**config.mk**
```make
export PLATFORM = sky130hd
export DESIGN_NAME = nrzi_dpdm_encode
export DESIGN_NICKNAME = d
export VERILOG_FILES = /design/src/rtl/usb_line_pkg.sv /design/src/rtl/nrzi_encoder.sv /design/src/rtl/nrzi_dpdm_encode.sv
export SDC_FILE = /design/constraint.sdc
export NUM_CORES = 1
export LEC_CHECK = 0
export BUFFER_PORTS_ARGS = -buffer_cell sky130_fd_sc_hd__buf_2
export CORE_AREA = 2 2 39 41
export CTS_CLUSTER_SIZE = 20
export DETAILED_ROUTE_END_ITERATION = 7
export DIE_AREA = 0 0 41 43
export GPL_TIMING_DRIVEN = 0
export PLACE_DENSITY = 0.67
export SYNTH_ARGS = -nofsm -noshare
export SYNTH_HDL_FRONTEND = slang
export SYNTH_SLANG_ARGS = --single-unit
```
**constraint.sdc**
```tcl
create_clock -name clock -period 2.8 [get_ports clock]
set_input_delay 0.28 -clock clock [delete_from_list [all_inputs] [get_ports clock]]
set_output_delay 0.28 -clock clock [all_outputs]
set_load 0.02 [all_outputs]
```
**src/rtl/usb_line_pkg.sv**
```systemverilog
// Shared USB line definitions: J/K/SE0 line states with their {DP,DM} encodings,
// the DPDM FSM state type and default EOP timing.
package usb_line_pkg;

    // Enumerator value is the {DP, DM} pin pair for that line state.
    typedef enum logic [1:0] {
        LineSe0 = 2'b00,
        LineK   = 2'b01,
        LineJ   = 2'b10
    } line_e;

    typedef logic [2:0] dpdm_state_t;

    localparam dpdm_state_t StIdle   = 3'd0;
    localparam dpdm_state_t StSend   = 3'd1;
    localparam dpdm_state_t StPh     = 3'd2;
    localparam dpdm_state_t StEopSe0 = 3'd3;
    localparam dpdm_state_t StEopJ   = 3'd4;

    localparam int unsigned EopSe0CyclesDef = 2;
    localparam int unsigned EopJCyclesDef   = 1;

    function automatic logic [1:0] line_pins(input line_e line);
        return line;
    endfunction

    // Line level 1 is J (DP high), level 0 is K.
    function automatic logic [1:0] level_pins(input logic level);
        return level ? line_pins(LineJ) : line_pins(LineK);
    endfunction

    function automatic int unsigned eop_cnt_width(input int unsigned a, input int unsigned b);
        return $clog2((a > b) ? a : b) + 1;
    endfunction

endpackage

```
**src/rtl/nrzi_encoder.sv**
```systemverilog
// NRZI stage: a 0 bit toggles the line level, a 1 bit holds it. The level reloads J (1)
// whenever no packet is being sent so each packet starts from J.
module nrzi_encoder (
    input  logic clock,
    input  logic reset,
    input  logic in_bit,
    input  logic bs_sending,
    output logic nrzi_level,
    output logic nrzi_sending
);

    logic level_d, level_q;
    logic sending_d, sending_q;

    always_comb begin
        level_d   = 1'b1;
        sending_d = bs_sending;
        if (bs_sending) begin
            level_d = in_bit ? level_q : ~level_q;
        end
    end

    always_ff @(posedge clock or posedge reset) begin
        if (reset) begin
            level_q   <= 1'b1;
            sending_q <= 1'b0;
        end else begin
            level_q   <= level_d;
            sending_q <= sending_d;
        end
    end

    assign nrzi_level   = level_q;
    assign nrzi_sending = sending_q;

endmodule

```
**src/rtl/nrzi_dpdm_encode.sv**
```systemverilog
// USB transmit back end: NRZI stage plus registered D+/D- drive FSM with automatic EOP.
// Build option: define DPDM_PH_PATH_EN to enable the raw protocol-handler (ph_*) line path.
module nrzi_dpdm_encode
    import usb_line_pkg::*;
#(
    parameter int unsigned EOP_SE0_CYCLES = EopSe0CyclesDef,
    parameter int unsigned EOP_J_CYCLES   = EopJCyclesDef
) (
    input  logic clock,
    input  logic reset,
    input  logic in_bit,
    input  logic bs_sending,
    input  logic ph_in_bit,
    input  logic ph_sending,
    output logic nrzi_sending,
    output logic DP,
    output logic DM,
    output logic out_done
);

    localparam int unsigned CntW = eop_cnt_width(EOP_SE0_CYCLES, EOP_J_CYCLES);
    localparam logic [CntW-1:0] Se0Last = CntW'(EOP_SE0_CYCLES - 1);
    localparam logic [CntW-1:0] JLast   = CntW'(EOP_J_CYCLES - 1);

    logic nrzi_level;

    dpdm_state_t     state_d, state_q;
    logic [CntW-1:0] cnt_d, cnt_q;
    logic [1:0]      pins_d, pins_q;
    logic            done_d, done_q;

    nrzi_encoder u_nrzi (
        .clock        (clock),
        .reset        (reset),
        .in_bit       (in_bit),
        .bs_sending   (bs_sending),
        .nrzi_level   (nrzi_level),
        .nrzi_sending (nrzi_sending)
    );

`ifndef DPDM_PH_PATH_EN
    logic unused_ph;
    assign unused_ph = ph_in_bit ^ ph_sending;
`endif

    always_comb begin
        state_d = state_q;
        cnt_d   = cnt_q;
        pins_d  = pins_q;
        done_d  = 1'b0;
        case (state_q)
            StIdle: begin
                pins_d = line_pins(LineJ);
                if (nrzi_sending) begin
                    state_d = StSend;
                    pins_d  = level_pins(nrzi_level);
                end
`ifdef DPDM_PH_PATH_EN
                else if (ph_sending) begin
                    state_d = StPh;
                    pins_d  = level_pins(ph_in_bit);
                end
`endif
            end
            StSend: begin
                if (nrzi_sending) begin
                    pins_d = level_pins(nrzi_level);
                end else begin
                    state_d = StEopSe0;
                    cnt_d   = '0;
                    pins_d  = line_pins(LineSe0);
                end
            end
`ifdef DPDM_PH_PATH_EN
            StPh: begin
                if (ph_sending) begin
                    pins_d = level_pins(ph_in_bit);
                end else begin
                    state_d = StEopSe0;
                    cnt_d   = '0;
                    pins_d  = line_pins(LineSe0);
                end
            end
`endif
            StEopSe0: begin
                pins_d = line_pins(LineSe0);
                if (cnt_q == Se0Last) begin
                    state_d = StEopJ;
                    cnt_d   = '0;
                    pins_d  = line_pins(LineJ);
                    done_d  = (JLast == '0);
                end else begin
                    cnt_d = cnt_q + 1'b1;
                end
            end
            StEopJ: begin
                pins_d = line_pins(LineJ);
                if (cnt_q == JLast) begin
                    state_d = StIdle;
                    cnt_d   = '0;
                end else begin
                    cnt_d  = cnt_q + 1'b1;
                    // Flag is registered, so raise it on entry to the last J cycle.
                    done_d = (cnt_d == JLast);
                end
            end
            default: begin
                state_d = StIdle;
                cnt_d   = '0;
                pins_d  = line_pins(LineJ);
            end
        endcase
    end

    always_ff @(posedge clock or posedge reset) begin
        if (reset) begin
            state_q <= StIdle;
            cnt_q   <= '0;
            pins_q  <= line_pins(LineJ);
            done_q  <= 1'b0;
        end else begin
            state_q <= state_d;
            cnt_q   <= cnt_d;
            pins_q  <= pins_d;
            done_q  <= done_d;
        end
    end

    assign DP       = pins_q[1];
    assign DM       = pins_q[0];
    assign out_done = done_q;

endmodule

```
==> impl_results.md <==
* Outcome: complete, no violations
* Slew Limit Headroom at 74.8%
* Family with the most delay on the worst path: flip-flops
* Startpoint Class: flop
* Leak pwr at 0.000294 uW
* Synth Cell Area at 497 sq um
* Clk sink count at 10
* Clk root buf: clkbuf_4
* Fin crit share at 44.4%
* P_int at 366 uW
* Top Ports at 10
* Share of the synthesized area in the top cell type at 40.3%
* Starting DRT DRC Count at 7
* Worst Hold Endpoint: u_nrzi.nrzi_sending
* Synth unique cells at 20
* Largest area contributor in the netlist: dfrtp_1
* Vias in the first global route at 342
* Final Util at 43.2%
* Worst skew pair latency at 0.26 ns
* Drt first pass iters at 4
* Mapped Nets at 53
* Commonest cells in the netlist: 8 x dfrtp_1, 4 x ha_1, 4 x inv_1, 4 x nand2_1, 3 x nand2b_1
* Final net count at 66
* M1 GR Usage at 11.2%
* Arrival @ worst endpoint at 1.42 ns
* CP Class: reg -> reg
* F_max at 803 MHz
* Max VDD drop at 0.386 mV
* Fin. Hold Viols at 0
* Wire per inst at 11.2 microns
* Crit path capture type: flop
* Largest net degree at the start of global routing at 11
* Number of buffers added on ports at 7
* YS warnings at 0
* Syn Inst Count at 43
* Count leader, synth: dfrtp_1
* H-tree depth at 1
* Sequential Area at 253 sq um
* Antenna viol nets, final at 0
* CTS buffer count at 3
* Gr usage total at 11.3%
* Clock Power Share at 22.2%
* RePlAce Congestion at 0.727
* GR Overflow Total at 0
* CP max stage delay at 0.40 ns
* Die span in x at 41 microns
* CTS clk-pin slew, worst paths at 0.07 ns
* Clk_skew at 0.00430 ns
* Rows at 14
* Sequential cell area fraction in the yosys report at 50.9%
* R2R Setup Slk at 1.56 ns
* Pwr per Cell Area at 958 nW/um^2
* Setup TNS at 0 ns
* GRT met3 Usage at 7.85%
* Vias at 353
* CTS tree: done
* Die Area at 1760 sq um
* Share of layout cells above drive strength 1 at 34.5%
* Fin crit period at 1.24 ns
* Post-DP HPWL at 581 microns
* CP Data Required Time at 2.98 ns
* Critical path buffers and inverters at 1
* Logic pwr share at 34.6%
* Core area at 1380 sq um
* Post-cts sizing count at 0
* Synthesized area per cell at 11.6 sq um
* Cells on Worst Hold Path at 1
* Hold Path Class: in -> reg
* EDFF count, synth at 0
* Ant diodes at 0
* Worst-margin pin slew at 0.377 ns
* Die height at 43 microns
* Yosys reg bits at 10
* Reg-to-reg startpoint: cnt_q[1]
* Slew Limit Fails at 0
* DR DRC count at 0
* Reg power frac at 43.2%
* Slowest CP cell: dfrtp_1
* R2R cell count at 4
* GR Layer Usage met2 at 18.8%
* Final setup violation count at 0
* Reg2reg end: state_q[1]
* Switching share of power at 36.1%
* HP Start: bs_sending
* Switching power at 207 uW
* Ys async rst share at 100%
* DR vias/cell at 4.97
* Final WL at 792 microns
* Initial cell density of the core at 35.9%
* CP max FO at 5
* FILL cells at 136
* Ranking of synthesized cells by area: dfrtp_1 40%, dfstp_2 11%, ha_1 10%, a22o_2 4.0%, nand2b_1 3.8%
* Layout overhead on the synthesized area at 20.4%
* GRT Max-Usage Layer: met2
* RSZ-0062 raised after global routing: false
* Max-Cap Viols at 0
* Area of the multi-input gates at 229 sq um
* CP Cell Sequence: inv_1, ha_1, mux2_2, nor3b_1
* First-pass GRT wire length at 1330 microns
* Clk buf depth at 2
* Initial antenna violation count at 0
* Ys flop type: dfrtp_1
[power by group through the flow]
stage	sequential (uW)	clock (uW)	combinational (uW)
after CTS	248	131	199
after global routing	257	137	224
after detailed placement	250	0	197
after floorplan	257	0	140
final	247	127	198
after global placement	247	0	190
[worst register-to-register path: cells and delay by family, from the launching register on]
family                   cells  cell delay, ns
buffers and inverters        1            0.08
AND/OR/NAND/NOR              1            0.17
flip-flops                   1            0.40
adder cells (fa/ha/maj)      1            0.24
multiplexers                 1            0.28
[stage by stage]
stage	setup slack, ns	instance area, sq um	total power [uW]	std cells	hold WS [ns]
final	1.56	598	573	71	0.141
after global routing	1.47	598	618	71	0.125
after CTS	1.55	598	578	71	0.132
after detailed placement	1.57	552	447	66	0.270
after global placement	1.59	552	437	66	0.270
after floorplan	1.67	497	397	43	0.119
[how the worst max path moves through the flow]
stage,start,to,cells after the start
after floorplan,cnt_q[1],state_q[1],4
after global placement,cnt_q[1],state_q[1],4
after detailed placement,cnt_q[1],state_q[1],4
after CTS,cnt_q[1],state_q[1],4
after global routing,cnt_q[1],state_q[1],4
final,cnt_q[1],state_q[1],4
[placed cells by master, fill, tap and decap left out]
cell type / instances
a32oi_1: 2
nor3b_1: 1
buf_2: 7
nand2_1: 4
a21oi_1: 2
nor3_1: 1
inv_1: 4
dlygate4sd3_1: 1
mux2_2: 1
clkbuf_8: 1
a22oi_1: 1
nor2_1: 2
ha_1: 4
nand2b_1: 3
xor2_1: 1
and3b_4: 1
dfstp_2: 2
dfrtp_1: 8
clkbuf_4: 3
nand2_2: 1
o21ai_0: 1
a22o_2: 2
nor3b_4: 1
o21bai_1: 1
[registers in the layout (all words and copies together) (netlist names)]
| signal | flops |
|---|---|
| cnt_q | 2 |
| out_done | 1 |
| pins_q | 2 |
| state_q | 3 |
| u_nrzi.nrzi_level | 1 |
| u_nrzi.nrzi_sending | 1 |
[timing repair]
| item | 4_1_cts | 5_1_grt |
|---|---|---|
| setup buffers | 0 | 0 |
| endpoints found under the hold margin | 8 | 0 |
| hold buffers | 1 | 0 |
[cell families (layout without fill, tap and decap cells)]
kind of cell               after synthesis  count (layout)  synth area share, %
and+or+nand+nor                         14              14                 18.4
DFF                                     10              10                 50.9
AOI/OAI and AO/OA                        9               9                 13.6
adders and majority gates                4               4                 10.1
buffers and inverters                    4              16                 3.02
xor gates and xnor gates                 1               1                 1.76
muxes                                    1               1                 2.27
[per-layer routing]
metal / wire [microns] / vias up
met5: 0 / -
met4: 5 / 0
met3: 58 / 2
met2: 393 / 10
met1: 335 / 169
li1: - / 172
[cell type report]
type | count | area share [%]
clock buffers | 4 | 6.07
repair buffers | 8 | 7.53
well taps | 16 | 3.35
inverters | 4 | 2.51
multi-input cells | 29 | 38.3
flip-flops and latches | 10 | 42.3
(Power assumes the default switching activity.)
